$ cat src/rtl/pipe_adder_pkg.sv
// rtl/pipe_adder_pkg.sv - shared defaults and configuration helpers for pipe_adder
package pipe_adder_pkg;

    localparam int PA_WIDTH_DEF  = 8;
    localparam int PA_STAGES_DEF = 2;

    function automatic int pa_chunk(input int width, input int stages);
        return width / stages;
    endfunction

    function automatic bit pa_cfg_ok(input int width, input int stages);
        return (stages >= 1) && (width >= stages) && ((width % stages) == 0);
    endfunction

endpackage

$ cat src/rtl/pipe_adder_if.sv
// rtl/pipe_adder_if.sv - operand/result handshake bundle for pipe_adder
interface pipe_adder_if #(
    parameter int WIDTH = 8
);
    logic [WIDTH-1:0] a;
    logic [WIDTH-1:0] b;
    logic             ci;
    logic             sub;
    logic             in_valid;
    logic             in_ready;
    logic [WIDTH-1:0] s;
    logic             co;
    logic             ovf;
    logic             out_valid;
    logic             out_ready;

    modport master (
        output a, b, ci, sub, in_valid, out_ready,
        input  in_ready, s, co, ovf, out_valid
    );

    modport slave (
        input  a, b, ci, sub, in_valid, out_ready,
        output in_ready, s, co, ovf, out_valid
    );
endinterface

$ cat src/rtl/pipe_adder_stage.sv
// rtl/pipe_adder_stage.sv - one registered CHUNK-bit ripple stage of pipe_adder
module pipe_adder_stage #(
    parameter int CHUNK = 4,
    parameter int WIDTH = 8
) (
    input  logic             ck,
    input  logic             rst,
    input  logic             up_valid,
    input  logic             down_ready,
    output logic             valid,
    input  logic [WIDTH-1:0] a_in,
    input  logic [WIDTH-1:0] bp_in,
    input  logic [WIDTH-1:0] r_in,
    input  logic             c_in,
    input  logic             am_in,
    input  logic             bm_in,
    output logic [WIDTH-1:0] a_out,
    output logic [WIDTH-1:0] bp_out,
    output logic [WIDTH-1:0] r_out,
    output logic             c_out,
    output logic             am_out,
    output logic             bm_out
);

    logic             valid_q, valid_d;
    logic [WIDTH-1:0] a_q, a_d, bp_q, bp_d, r_q, r_d;
    logic             c_q, c_d, am_q, am_d, bm_q, bm_d;
    logic [CHUNK-1:0] sum;
    logic             carry;
    logic             load;

    // The unprocessed operand bits always sit at the bottom, so every stage
    // works on bits [CHUNK-1:0]; finished chunks enter the result at the top
    // and shift down, landing in place after the last stage.
    always_comb begin
        carry = c_in;
        sum   = '0;
        for (int i = 0; i < CHUNK; i++) begin
            sum[i] = a_in[i] ^ bp_in[i] ^ carry;
            carry  = (a_in[i] & bp_in[i]) | (carry & (a_in[i] ^ bp_in[i]));
        end
    end

    always_comb begin
        load    = !valid_q || down_ready;
        valid_d = load ? up_valid : valid_q;
        a_d     = a_q;
        bp_d    = bp_q;
        r_d     = r_q;
        c_d     = c_q;
        am_d    = am_q;
        bm_d    = bm_q;
        if (load && up_valid) begin
            a_d  = a_in >> CHUNK;
            bp_d = bp_in >> CHUNK;
            r_d  = (r_in >> CHUNK) | (WIDTH'(sum) << (WIDTH - CHUNK));
            c_d  = carry;
            am_d = am_in;
            bm_d = bm_in;
        end
    end

    always_ff @(posedge ck or negedge rst) begin
        if (!rst) begin
            valid_q <= 1'b0;
            a_q     <= '0;
            bp_q    <= '0;
            r_q     <= '0;
            c_q     <= 1'b0;
            am_q    <= 1'b0;
            bm_q    <= 1'b0;
        end else begin
            valid_q <= valid_d;
            a_q     <= a_d;
            bp_q    <= bp_d;
            r_q     <= r_d;
            c_q     <= c_d;
            am_q    <= am_d;
            bm_q    <= bm_d;
        end
    end

    assign valid  = valid_q;
    assign a_out  = a_q;
    assign bp_out = bp_q;
    assign r_out  = r_q;
    assign c_out  = c_q;
    assign am_out = am_q;
    assign bm_out = bm_q;

endmodule

$ cat src/rtl/pipe_adder.sv
// rtl/pipe_adder.sv - pipelined add/subtract with carry registered between chunk stages
module pipe_adder
    import pipe_adder_pkg::*;
#(
    parameter int WIDTH  = PA_WIDTH_DEF,
    parameter int STAGES = PA_STAGES_DEF
) (
    input  logic ck,
    input  logic rst,
    pipe_adder_if.slave io
);

    localparam int CHUNK = pa_chunk(WIDTH, STAGES);

    if (!pa_cfg_ok(WIDTH, STAGES)) begin : g_bad_cfg
        $error("pipe_adder: WIDTH must be a positive multiple of STAGES");
    end

    logic [WIDTH-1:0] a_c  [STAGES+1];
    logic [WIDTH-1:0] bp_c [STAGES+1];
    logic [WIDTH-1:0] r_c  [STAGES+1];
    logic             c_c  [STAGES+1];
    logic             am_c [STAGES+1];
    logic             bm_c [STAGES+1];
    logic             vld_c[STAGES+1];
    logic             down_rdy[STAGES];
    logic             chain_rdy;
    logic [WIDTH-1:0] bp0;
    logic             unused_tail;

    always_comb begin
        bp0 = io.sub ? ~io.b : io.b;
    end

    assign a_c[0]   = io.a;
    assign bp_c[0]  = bp0;
    assign r_c[0]   = '0;
    assign c_c[0]   = io.sub ? ~io.ci : io.ci;
    assign am_c[0]  = io.a[WIDTH-1];
    assign bm_c[0]  = bp0[WIDTH-1];
    assign vld_c[0] = io.in_valid;

    // A stage may advance if anything downstream of it has room or the
    // consumer takes the head, so the ready chain is an OR over empty stages.
    always_comb begin
        chain_rdy = io.out_ready;
        for (int k = STAGES - 1; k >= 0; k--) begin
            down_rdy[k] = chain_rdy;
            chain_rdy   = chain_rdy || !vld_c[k+1];
        end
        io.in_ready = chain_rdy;
    end

    for (genvar k = 0; k < STAGES; k++) begin : g_stage
        pipe_adder_stage #(
            .CHUNK(CHUNK),
            .WIDTH(WIDTH)
        ) u_stage (
            .ck        (ck),
            .rst       (rst),
            .up_valid  (vld_c[k]),
            .down_ready(down_rdy[k]),
            .valid     (vld_c[k+1]),
            .a_in      (a_c[k]),
            .bp_in     (bp_c[k]),
            .r_in      (r_c[k]),
            .c_in      (c_c[k]),
            .am_in     (am_c[k]),
            .bm_in     (bm_c[k]),
            .a_out     (a_c[k+1]),
            .bp_out    (bp_c[k+1]),
            .r_out     (r_c[k+1]),
            .c_out     (c_c[k+1]),
            .am_out    (am_c[k+1]),
            .bm_out    (bm_c[k+1])
        );
    end

    assign unused_tail  = ^{a_c[STAGES], bp_c[STAGES]};

    assign io.s         = r_c[STAGES];
    assign io.co        = c_c[STAGES];
    assign io.out_valid = vld_c[STAGES];
    assign io.ovf       = (am_c[STAGES] == bm_c[STAGES]) && (r_c[STAGES][WIDTH-1] != am_c[STAGES]);

endmodule

$ cat src/flat_wrapper.sv
// flat-port wrapper written by rule: the top's interface ports become plain ports
module pipe_adder_flat import pipe_adder_pkg::*;
#(
    parameter int WIDTH  = PA_WIDTH_DEF,
    parameter int STAGES = PA_STAGES_DEF
)
  (ck, rst, io_a, io_b, io_ci, io_sub, io_in_valid, io_out_ready, io_in_ready, io_s, io_co, io_ovf, io_out_valid);
  pipe_adder_if #(.WIDTH(WIDTH)) io_i ();
  input  logic ck;
  input  logic rst;
  input wire logic [$bits(io_i.a)-1:0] io_a;
  input wire logic [$bits(io_i.b)-1:0] io_b;
  input wire logic [$bits(io_i.ci)-1:0] io_ci;
  input wire logic [$bits(io_i.sub)-1:0] io_sub;
  input wire logic [$bits(io_i.in_valid)-1:0] io_in_valid;
  input wire logic [$bits(io_i.out_ready)-1:0] io_out_ready;
  output wire logic [$bits(io_i.in_ready)-1:0] io_in_ready;
  output wire logic [$bits(io_i.s)-1:0] io_s;
  output wire logic [$bits(io_i.co)-1:0] io_co;
  output wire logic [$bits(io_i.ovf)-1:0] io_ovf;
  output wire logic [$bits(io_i.out_valid)-1:0] io_out_valid;
  assign io_i.a = io_a;
  assign io_i.b = io_b;
  assign io_i.ci = io_ci;
  assign io_i.sub = io_sub;
  assign io_i.in_valid = io_in_valid;
  assign io_i.out_ready = io_out_ready;
  assign io_in_ready = io_i.in_ready;
  assign io_s = io_i.s;
  assign io_co = io_i.co;
  assign io_ovf = io_i.ovf;
  assign io_out_valid = io_i.out_valid;
  pipe_adder #(.WIDTH(WIDTH), .STAGES(STAGES)) u_core (.ck(ck), .rst(rst), .io(io_i));
endmodule
$ cat config.mk
export PLATFORM = sky130hd
export DESIGN_NAME = pipe_adder_flat
export DESIGN_NICKNAME = d
export VERILOG_FILES = /design/src/rtl/pipe_adder_pkg.sv /design/src/rtl/pipe_adder_if.sv /design/src/rtl/pipe_adder_stage.sv /design/src/rtl/pipe_adder.sv /design/src/flat_wrapper.sv
export SDC_FILE = /design/constraint.sdc
export NUM_CORES = 1
export LEC_CHECK = 0
export CAP_MARGIN = 20
export CELL_PAD_IN_SITES_DETAIL_PLACEMENT = 2
export CELL_PAD_IN_SITES_GLOBAL_PLACEMENT = 2
export CORE_AREA = 2 2 61 63
export DETAILED_ROUTE_END_ITERATION = 7
export DIE_AREA = 0 0 63 65
export DONT_BUFFER_PORTS = 1
export GPL_ROUTABILITY_DRIVEN = 0
export PLACE_DENSITY_LB_ADDON = 0.1
export SLEW_MARGIN = 20
export SYNTH_ARGS = -nofsm -noshare
export SYNTH_HDL_FRONTEND = slang
export SYNTH_SLANG_ARGS = --single-unit
$ cat constraint.sdc
create_clock -name ck -period 2.3 [get_ports ck]
set_clock_uncertainty 0.1 [all_clocks]
set_input_delay 0.46 -clock ck [delete_from_list [all_inputs] [get_ports ck]]
set_output_delay 0.46 -clock ck [all_outputs]
set_load 0.02 [all_outputs]
# Word level (Yosys, flattened, before mapping)

Cells that the tools add are included.

Flip-flop bits (word level): 28
Bits in latches: 0
Memory bits (writable): 0
ROM bits: 0
Input bits: 22
Word-level logic and storage cells: 66
Memories: 0

Add/sub/neg operators: 0
Multipliers: 0
Div/mod/pow operators: 0
$lt $le $gt $ge: 0
Equality and inequality tests: 2
Shift-type cells: 0
Muxes and demuxes: 2
Bitwise operators: 43
Reduce and logical (&&, ||, !) cells: 7

Operators by type and width:

| kind                      | number |
|---|---|
| AND 1 bit                 | 16 |
| XOR 1 bit                 | 16 |
| 2-to-1 mux 8 bit          | 1 |
| inverter 8 bit            | 1 |
| bitwise OR 1 bit          | 8 |
| bitwise OR 4 x 8 -> 8 bit | 1 |
| logical AND 1 bit         | 3 |
| logical NOT 1 bit         | 2 |
| logical OR 1 bit          | 2 |
| == test 1 bit             | 1 |
| 2-to-1 mux 1 bit          | 1 |
| inequality test 1 bit     | 1 |
| inverter 1 bit            | 1 |

# Longest topological paths before layout

Gate-level depths: netlist of the first run.

Word-level depth: 11
Gate-level depth with buffers: 10
Depth with buffers taken out: 9

# By module

From an unflattened synthesis of the first run, not the netlist that was laid out.

Cell total of the unflattened synthesis: 148
Area total of the unflattened synthesis: 2065.7 µm²

By module, submodules not included:

| module           | times used | cells each | area each (µm²) |
|---|---|---|---|
| pipe_adder_stage | 2          | 66         | 970.9 |
| pipe_adder       | 1          | 16         | 123.9 |

# Least setup slack after synthesis of the first run

No wires, ideal clock.

Path kind: input -> register
Start: input port io_sub
End: register u_core.g_stage[0].u_stage.r_q[7]
Setup time: 0.125 ns
Arrival time: 2.412 ns
Path slack: -0.337 ns
Cell stages on the path: 10
Path through: buf_6 xnor2_1 fa_1 inv_1 fa_1 inv_1 fa_1 inv_1 fa_1 mux2_2

Cells in the longest elaborated chain, start to end: 9
Elaborated cells between the ends (all ways): 16
Classes of those cells: mux: 2; bitwise: 14

Ends and longest elaborated chain:

| element                              | line                   | RTL |
|---|---|---|
| from (decl)                          | flat_wrapper.sv:14     | `input wire logic [$bits(io_i.sub)-1:0] io_sub;` |
| 2-to-1 mux 8 bit                     | pipe_adder.sv:32       | `bp0 = io.sub ? ~io.b : io.b;` |
| XOR 1 bit                            | pipe_adder_stage.sv:40 | `carry = (a_in[i] & bp_in[i]) \| (carry & (a_in[i] ^ bp_in[i]));` |
| AND 1 bit                            | pipe_adder_stage.sv:40 |  |
| bitwise OR 1 bit                     | pipe_adder_stage.sv:40 |  |
| AND 1 bit                            | pipe_adder_stage.sv:40 |  |
| bitwise OR 1 bit                     | pipe_adder_stage.sv:40 |  |
| AND 1 bit                            | pipe_adder_stage.sv:40 |  |
| bitwise OR 1 bit                     | pipe_adder_stage.sv:40 |  |
| XOR 1 bit (*)                        | pipe_adder_stage.sv:39 | `sum[i] = a_in[i] ^ bp_in[i] ^ carry;` |
| net u_core.g_stage[0].u_stage.sum[3] | pipe_adder_stage.sv:28 | `logic [CHUNK-1:0] sum;` |
| to (signal assigned)                 | pipe_adder_stage.sv:76 | `r_q <= r_d;` |
| to (decl)                            | pipe_adder_stage.sv:26 | `logic [WIDTH-1:0] a_q, a_d, bp_q, bp_d, r_q, r_d;` |

The timed path passes the listed nets; every way through them passes the cells marked *.
A chain may end at the register's enable or synchronous reset.

# Worst setup path in the final report of the first run

Start: register u_core.g_stage[0].u_stage.a_q[0]
End: register u_core.g_stage[1].u_stage.r_q[7]

Cells in the longest elaborated chain, start to end: 9
Elaborated cells between the ends (all ways): 10
Classes of those cells: bitwise: 10

Ends and longest elaborated chain:

| element                       | line                   | RTL |
|---|---|---|
| from (decl)                   | pipe_adder_stage.sv:26 |  |
| from (signal assigned)        | pipe_adder_stage.sv:66 | `a_q <= '0;` |
| from (signal assigned)        | pipe_adder_stage.sv:74 | `a_q <= a_d;` |
| XOR 1 bit                     | pipe_adder_stage.sv:40 |  |
| AND 1 bit                     | pipe_adder_stage.sv:40 |  |
| bitwise OR 1 bit (*)          | pipe_adder_stage.sv:40 |  |
| AND 1 bit (*)                 | pipe_adder_stage.sv:40 |  |
| bitwise OR 1 bit (*)          | pipe_adder_stage.sv:40 |  |
| AND 1 bit (*)                 | pipe_adder_stage.sv:40 |  |
| bitwise OR 1 bit (*)          | pipe_adder_stage.sv:40 |  |
| XOR 1 bit (*)                 | pipe_adder_stage.sv:39 |  |
| bitwise OR 4 x 8 -> 8 bit (*) | pipe_adder_stage.sv:56 | `r_d = (r_in >> CHUNK) \| (WIDTH'(sum) << (WIDTH - CHUNK));` |
| to (signal assigned)          | pipe_adder_stage.sv:76 |  |
| to (decl)                     | pipe_adder_stage.sv:26 |  |

Mark *: on every way between the ends. The rest lies on a longest branch, timed or not.

==> flow_summary.toml, run 1 <==
[outcome]
status = "complete, no violations"

[placement]
pre_cts_ws_ns = -0.2349
detailed_place_hpwl_um = 1687
port_buffers = 0
placed_cell_area_um2 = 1433

[cells_and_area]
layout-drive-gt1-share_pct = 34.00
diodes = 0
final_area_um2 = 1498
area_delta_synth_final_pct = 8.720
nNetsFinal = 132

[clock_network]
clock_sinks = 26
tritoncts = "built"
cts_made_buffers = 3
cts.reportedPaths.clkPinSlew_ns = 0.14
clock-root-buffer = "clkbuf_4"
clock_latency_ns = 0.32
cts_buffer_depth = 2
h-tree-depth = 1

[sta]
timing.final.hold_violations = 0
worstMarginPinSlew_ns = 0.6340
setup_ws_ns = 0.1013
slew_headroom_pct = 57.29
fin_crit_sh_pct = 95.59
hold_ws_ns = 0.1375
setup_tns_ns = 0
fin_crit_ns = 2.199
drv_slew = 0
setup_viol = 0
fmax_mhz = 454.8
rsz0062_at_grt = "yes"

[die]
die_area_um2 = 4095
die_y_um = 65
io-pin-count = 34
num_rows = 22
core_region_area_um2 = 3496
fp.dieW_um = 63
start_util_pct = 39.41

[critical_path]
critPathMaxStageDelay_ns = 0.43
arrival_ns = 2.36
r2r_slack_ns = 0.10
worstReg2RegEnd = "u_core.g_stage[1].u_stage.r_out[7]"
crit_buf_inv = 3
end_kind = "flip-flop"
required_ns = 2.46
criticalPathCategory = "flip-flop to flip-flop"
start_kind = "flip-flop"
critical_path.slowest_cell = "dfrtp_1"
path_delay_family = "adder cells"
critical_path.cell_chain = "fa_2, inv_2, fa_1, inv_1, fa_2, inv_1, fa_1, mux2i_1"
crit_fanout = 2
crit_cells = 8
r2r-start = "u_core.g_stage[0].u_stage.a_out[0]"
reg2reg_depth = 8

[synthesis]
synth_seq_area_share_pct = 47.23
ys_ff_latch = 26
syn_nets = 126
avgSynthCellArea_um2 = 14.35
syn_inst = 96
synth.distinct_cells = 17
yosysTopAreaCellShare_pct = 47.23
syn_area_um2 = 1378
netlist_top_cells_area = "dfrtp_1, mux2_4, fa_1, mux2i_1, inv_1"
yosysWarnings = 0
synth_largest_area_cell = "dfrtp_1"

[worst_hold_path]
worstHoldPathCells = 1
holdPathEnd = "u_core.g_stage[0].u_stage.valid"
hold_class = "input port to flip-flop"
hold_start = "io_in_valid"

[global_routing]
gr-total-overflow = 0
grt_use_total_pct = 13.54
grt_first_pass_wirelength_um = 4133
grt_pass1_vias = 840
grt_start_max_net_pins = 27
grt_antenna_before_repair = 0

[power]
vdd_ir_drop_max_uv = 311.6
p_per_area_nw_per_um2 = 927.7
totalPowerFinal_mw = 1.389
leakage_nw = 0.7324

[route]
vias = 680
first_pass_iters = 2
avgViaCountPerCell = 4.595
drt_wl_total_um = 2333
wire_per_inst_um = 15.76
antenna_left = 0
drc = 0
drt_iter0_drc = 12

[flow_run]
drv_cap = 0
[cells in the mapped netlist, drive strengths merged]
cell type,count
or2b,2
mux2,17
dfrtp,26
o21ai,1
nand2b,1
fa,8
nand3b,1
or3,1
inv,17
buf,3
xnor2,5
nand2,3
mux2i,7
xor2,4
[stage by stage]
stage          utilization, %  cells
6_report                42.84    148
5_1_grt                 42.84    148
4_1_cts                 42.56    147
3_5_place_dp            40.98    142
3_3_place_gp            40.98    142
2_1_floorplan               -     96
[registers in the layout, summed over array words and instances (netlist names)]
name / flops
u_core.g_stage.u_stage.r_out: 12
u_core.g_stage.u_stage.a_out: 3
u_core.g_stage.u_stage.bp_out: 3
u_core.g_stage.u_stage.am_out: 2
u_core.g_stage.u_stage.bm_out: 2
u_core.g_stage.u_stage.c_out: 2
u_core.g_stage.u_stage.valid: 2
[placed cells by master, fill, tap and decap left out]
cell | netlist | final
mux2_4 | 13 | 14
o21ai_0 | 1 | 1
mux2i_1 | 7 | 7
inv_1 | 17 | 14
xnor2_1 | 5 | 4
inv_2 | 0 | 3
nand2b_1 | 1 | 1
dlygate4sd3_1 | 0 | 1
nand2_1 | 2 | 2
buf_12 | 1 | 1
xor2_1 | 4 | 4
clkbuf_4 | 0 | 3
nand2_4 | 1 | 1
mux2_2 | 4 | 3
buf_4 | 0 | 2
or3_1 | 1 | 1
or2b_1 | 2 | 2
fa_2 | 0 | 5
xnor2_4 | 0 | 1
dfrtp_1 | 26 | 26
fa_1 | 8 | 3
nand3b_4 | 1 | 1
[power breakdown]
part	internal, mW	total (mW)	switching [mW]
logic	0.232	0.388	0.156
clock network	0.0614	0.194	0.133
registers	0.602	0.808	0.206
total	0.895	1.39	0.494
[worst max-delay path by stage]
stage,startpoint,endpoint,slack (ns)
after detailed placement,io_b[0],u_core.g_stage[0].u_stage.r_out[7],-0.23
after global placement,io_b[0],u_core.g_stage[0].u_stage.r_out[7],-0.20
final,u_core.g_stage[0].u_stage.a_out[0],u_core.g_stage[1].u_stage.r_out[7],0.10
after floorplan,io_sub,u_core.g_stage[0].u_stage.r_out[7],-0.29
after global routing,u_core.g_stage[0].u_stage.a_out[0],u_core.g_stage[1].u_stage.r_out[7],-0.05
after CTS,u_core.g_stage[0].u_stage.c_out,u_core.g_stage[1].u_stage.r_out[7],0.02
[kinds of logic (layout without fill, tap and decap cells)]
| family | after synthesis | in the layout | synth area share [%] |
|---|---|---|---|
| adder cells (fa/ha/maj) | 8 | 8 | 11.63 |
| buffers and inverters | 20 | 24 | 7.720 |
| AND/OR/NAND/NOR | 8 | 8 | 4.814 |
| AO/OA/AOI/OAI | 1 | 1 | 0.3630 |
| multiplexers | 24 | 24 | 22.53 |
| XOR/XNOR | 9 | 9 | 5.722 |
| flip-flops | 26 | 26 | 47.23 |
[layout make-up]
cell class,count,area [µm²]
fillers,360,1998
multi-input cells,50,655.6
flip-flops and latches,26,650.6
inverters,17,63.81
well taps,48,60.06
repair buffers,4,45.04
clock buffers,3,22.52
[routing by layer]
metal / up-vias / share of wire, % / track usage, % / wire, µm
met1: 348 / 43 / 16.82 / 1013
met5: - / 0 / 0 / 0
li1: 305 / - / - / -
met2: 23 / 48 / 21.81 / 1112
met3: 4 / 7.1 / 3.646 / 166
met4: 0 / 1.7 / 6.667 / 40
[repair_timing]
item                                    4_1_cts  5_1_grt
resized for setup                             1        2
cloned                                        0        0
hold endpoints to repair                     26        0
endpoints found under the setup margin        1        1
hold buffers                                  2        0
pin swaps                                     0        1
buffers inserted                              0        1
Power figures use the tool's default switching activity.
==> inputs of run 2 (changes only) <==
--- a/config.mk
+++ b/config.mk
@@ -14,7 +14,8 @@
 export DONT_BUFFER_PORTS = 1
 export GPL_ROUTABILITY_DRIVEN = 0
 export PLACE_DENSITY_LB_ADDON = 0.1
-export SLEW_MARGIN = 20
+export REMOVE_ABC_BUFFERS = 1
+export SLEW_MARGIN = 5
 export SYNTH_ARGS = -nofsm -noshare
 export SYNTH_HDL_FRONTEND = slang
 export SYNTH_SLANG_ARGS = --single-unit
==> run 2 against run 1 <==
Effect of this change:
- via count increased by 1.0%
- setup slack got worse by 0.014 ns
- critical path depth unchanged
- non-clock buffer count unchanged
- hold slack got worse by 0.0036 ns
- sequential cell count unchanged
- wire length increased by 2.0%
- register-to-register slack about the same
- critical path type unchanged
- critical endpoint unchanged
- highest routed layer unchanged
==> flow_summary.toml, run 2 (synthesized netlist as in run 1, its figures left out) <==
[critical_path]
critPathMaxStageDelay_ns = 0.43
path_delay_family = "adder cells"
criticalPathCategory = "flip-flop to flip-flop"
crit_buf_inv = 3
required_ns = 2.45
critical_path.cell_chain = "fa_2, inv_2, fa_2, inv_1, fa_2, inv_2, fa_1, mux2i_1"
arrival_ns = 2.36
cp_common_cell = "fa_2"
start_kind = "flip-flop"
r2r-start = "u_core.g_stage[0].u_stage.a_out[0]"
worstReg2RegEnd = "u_core.g_stage[1].u_stage.r_out[7]"
r2r_slack_ns = 0.09
critPathLaunch = "u_core.g_stage[0].u_stage.a_out[0]"
crit_fanout = 2
reg2reg_depth = 8
end_kind = "flip-flop"
critical_path.slowest_cell = "dfrtp_1"

[die]
fp.dieW_um = 63
io-pin-count = 34
core_region_area_um2 = 3496
die_area_um2 = 4095
die_y_um = 65
num_rows = 22
start_util_pct = 39.41

[sta]
worstMarginPinSlew_ns = 0.6549
fin_crit_ns = 2.213
setup_viol = 0
fmax_mhz = 451.9
setup_ws_ns = 0.08725
slew_headroom_pct = 55.88
fin_crit_sh_pct = 96.21
hold_ws_ns = 0.1338
timing.final.hold_violations = 0
rsz0062_at_grt = "yes"
drv_slew = 0

[cells_and_area]
diodes = 0
layout-drive-gt1-share_pct = 32.00
nNetsFinal = 132
final_util_pct = 42.20
layout_commonest_cell = "dfrtp_1"
final_area_um2 = 1475
layout_common_cells = "dfrtp_1, inv_1, mux2_4"
fillers = 358
area_delta_synth_final_pct = 7.084
largest_reg_flops = 12

[placement]
pre_cts_ws_ns = -0.2837
placed_cell_area_um2 = 1403
detailed_place_hpwl_um = 1762
port_buffers = 0

[global_routing]
grt_use_total_pct = 13.44
grt_antenna_before_repair = 0
gr-total-overflow = 0
grt_first_pass_wirelength_um = 4160
grt_pass1_vias = 851
grt_start_max_net_pins = 27

[clock_network]
clock-root-buffer = "clkbuf_4"
cts_made_buffers = 3
cts_buffer_depth = 2
h-tree-depth = 1
cts.reportedPaths.clkPinSlew_ns = 0.14
tritoncts = "built"
clock_sinks = 26
clock_latency_ns = 0.32

[route]
vias = 687
drt_iter0_drc = 10
wire_per_inst_um = 16.07
drc = 0
drt_wl_total_um = 2379
first_pass_iters = 2
avgViaCountPerCell = 4.642
antenna_left = 0

[worst_hold_path]
hold_class = "input port to flip-flop"
hold_start = "io_in_valid"
worstHoldPathCells = 1
holdPathEnd = "u_core.g_stage[0].u_stage.valid"

[flow_run]
drv_cap = 0

[power]
vdd_ir_drop_max_uv = 360.6
p_per_area_nw_per_um2 = 940.1
leakage_nw = 0.7219

[outcome]
status = "complete, no violations"
[run 2: what timing repair did]
item | in CTS | in global routing
buffers inserted | 0 | 1
setup endpoints to repair | 1 | 2
pin swaps | 0 | 3
hold buffers | 2 | 0
hold endpoints to repair | 26 | 0
resized for setup | 2 | 5
[run 2: layer usage]
metal | global-route usage, % | wire length, µm | vias to the layer above
met5 | 0 | 0 | -
met3 | 4.167 | 150 | 2
met2 | 22.74 | 1206 | 21
li1 | - | - | 307
met4 | 5.000 | 20 | 0
met1 | 16.07 | 1002 | 357
[run 2: worst register-to-register path: cells and delay by family, from the launching register on]
kind	cells	cell delay (ns)
buffers and inverters	3	0.19
DFF	1	0.43
muxes	1	0.12
adders and majority gates	4	1.30
[run 2: worst max-delay path by stage]
stage | end | cells past startpoint
after floorplan | u_core.g_stage[0].u_stage.r_out[7] | 9
after global placement | u_core.g_stage[0].u_stage.r_out[7] | 9
after detailed placement | u_core.g_stage[0].u_stage.r_out[7] | 9
after CTS | u_core.g_stage[1].u_stage.r_out[7] | 8
after global routing | u_core.g_stage[1].u_stage.r_out[7] | 8
final | u_core.g_stage[1].u_stage.r_out[7] | 8
[run 2: final cells by class]
class	instances	area (µm²)	area share, %
clock buffer	3	22.52	1.527
inverter	17	63.81	4.326
multi-input combinational	50	633.1	42.92
sequential	26	650.6	44.11
tap	48	60.06	4.071
timing repair buffer	4	45.04	3.053
[run 2: metrics by stage]
stage | power [mW] | cells | setup TNS, ns
final | 1.387 | 148 | 0
after global routing | 1.513 | 148 | -0.02160
after CTS | 1.407 | 147 | 0
after detailed placement | 1.187 | 142 | -0.3727
after global placement | 1.160 | 142 | -0.3013
after floorplan | 1.091 | 93 | -0.1954
[run 2: power breakdown]
part	internal (mW)	switching, mW	leakage (nW)
Clock	0.0613	0.132	0.0138
Sequential	0.602	0.208	0.301
Combinational	0.226	0.158	0.407
Total	0.889	0.498	0.722
==> inputs of run 3 (changes only) <==
--- a/config.mk
+++ b/config.mk
@@ -8,9 +8,9 @@
 export CAP_MARGIN = 20
 export CELL_PAD_IN_SITES_DETAIL_PLACEMENT = 2
 export CELL_PAD_IN_SITES_GLOBAL_PLACEMENT = 2
-export CORE_AREA = 2 2 61 63
+export CORE_AREA = 8 8 67 69
 export DETAILED_ROUTE_END_ITERATION = 7
-export DIE_AREA = 0 0 63 65
+export DIE_AREA = 0 0 75 77
 export DONT_BUFFER_PORTS = 1
 export GPL_ROUTABILITY_DRIVEN = 0
 export PLACE_DENSITY_LB_ADDON = 0.1
==> run 3 against run 2 <==
Effect of this change:
- critical path depth did not move
- die area rose by 41%
- setup slack worse by 0.0091 ns
- clock power increased by 2%
- wire length grew 7.3%
- sequential power about the same
- non-clock buffer count up 1
- largest cell class unchanged
- first-iteration DRC count rose by 110%
- highest routed layer unchanged
- register-to-register slack about the same
- global-route usage down 3.3 points
- via count up 3.1%
==> flow_summary.toml, run 3 (synthesized netlist as in run 1, its figures left out) <==
[worst_hold_path]
hold_class = "input port to flip-flop"
hold_start = "io_in_valid"

[power]
vdd_ir_drop_max_uv = 280.0
leakage_nw = 0.7273
totalPowerFinal_mw = 1.398
p_per_area_nw_per_um2 = 945.9

[route]
drc = 0
drt_iter0_drc = 21
vias = 708
drt_wl_total_um = 2552
antenna_left = 0
wire_per_inst_um = 17.13
first_pass_iters = 2
avgViaCountPerCell = 4.752

[critical_path]
critPathLaunch = "u_core.g_stage[0].u_stage.a_out[0]"
critPathMaxStageDelay_ns = 0.43
criticalPathCategory = "flip-flop to flip-flop"
critical_path.slowest_cell = "dfrtp_1"
critical_path.cell_chain = "fa_2, inv_2, fa_2, inv_2, fa_2, inv_2, fa_1, mux2i_1"
end_kind = "flip-flop"
start_kind = "flip-flop"
r2r-start = "u_core.g_stage[0].u_stage.a_out[0]"
crit_fanout = 2
arrival_ns = 2.38
required_ns = 2.45

[sta]
drv_slew = 0
setup_tns_ns = 0
setup_ws_ns = 0.07814
fmax_mhz = 450.1
fin_crit_sh_pct = 96.60
setup_viol = 0
worstMarginPinSlew_ns = 0.6587
hold_ws_ns = 0.1257
rsz0062_at_grt = "yes"
timing.final.hold_violations = 0
slew_headroom_pct = 55.62
fin_crit_ns = 2.222

[die]
core_region_area_um2 = 3496
die_area_um2 = 5775
io-pin-count = 34
fp.dieW_um = 75
num_rows = 22
start_util_pct = 39.41
die_y_um = 77

[clock_network]
h-tree-depth = 1
cts_buffer_depth = 2
cts.reportedPaths.clkPinSlew_ns = 0.14
clock-root-buffer = "clkbuf_4"
cts_made_buffers = 3
clock_latency_ns = 0.32
tritoncts = "built"
clock_sinks = 26

[cells_and_area]
layout-drive-gt1-share_pct = 31.68
layout_commonest_cell = "dfrtp_1"
area_delta_synth_final_pct = 7.266
fillers = 365
final_util_pct = 42.27
seq_area_um2 = 650.6
largest_reg_flops = 12
layout_common_cells = "dfrtp_1, inv_1, mux2_4"
nNetsFinal = 133
final_area_um2 = 1478
fin_cells = 149
diodes = 0
multi_input_area_um2 = 628.1

[placement]
pre_cts_ws_ns = -0.2955
placedCellCount = 142
detailed_place_hpwl_um = 1989
placed_cell_area_um2 = 1403
port_buffers = 0

[global_routing]
grt_first_pass_wirelength_um = 4471
grt_pass1_vias = 869
grt_start_max_net_pins = 27
grt_antenna_before_repair = 0
gr-total-overflow = 0
grt_use_total_pct = 10.19

[outcome]
status = "complete, no violations"

[flow_run]
drv_cap = 0
## run 3: repair_timing
action / in CTS / in global routing
gates resized for setup: 4 / 2
setup buffers: 2 / 0
pin swaps: 2 / 0
setup endpoints to repair: 1 / 1
hold buffers: 2 / 0
endpoints found under the hold margin: 26 / 0
## run 3: layout make-up
type / count / share of cell area, %
repair buffers: 5 / 3.556
inverters: 17 / 4.318
multi-input cells: 50 / 42.51
well taps: 48 / 4.064
clock buffers: 3 / 1.524
flip-flops and latches: 26 / 44.03
## run 3: worst paths after layout
path	to	depth (start not counted)	slack, ns
max	u_core.g_stage[1].u_stage.r_out[7]	8	0.08
min	u_core.g_stage[0].u_stage.valid	1	0.13
max reg2reg	u_core.g_stage[1].u_stage.r_out[7]	8	0.08
min reg2reg	u_core.g_stage[1].u_stage.r_out[3]	1	0.42
max in group asynchronous	u_core.g_stage[0].u_stage.bp_out[2]	2	1.48
min in group asynchronous	u_core.g_stage[0].u_stage.valid	2	0.46
## run 3: metal layers
layer | track usage [%] | vias up | wire [µm]
met1 | 11.30 | 374 | 1014
met3 | 3.381 | 4 | 196
met4 | 4.118 | 0 | 27
met5 | 0 | - | 0
met2 | 17.04 | 22 | 1313
li1 | - | 308 | -
## run 3: power by group
part           switching, mW  internal (mW)
clock network          0.135         0.0615
logic                  0.161          0.231
registers              0.207          0.602
## run 3: worst max-delay path: cells and delay by family, from the launching register on
| kind | cells | cell delay [ns] |
|---|---|---|
| multiplexers | 1 | 0.14 |
| flip-flops | 1 | 0.43 |
| buffers and inverters | 3 | 0.18 |
| adder cells (fa/ha/maj) | 4 | 1.32 |
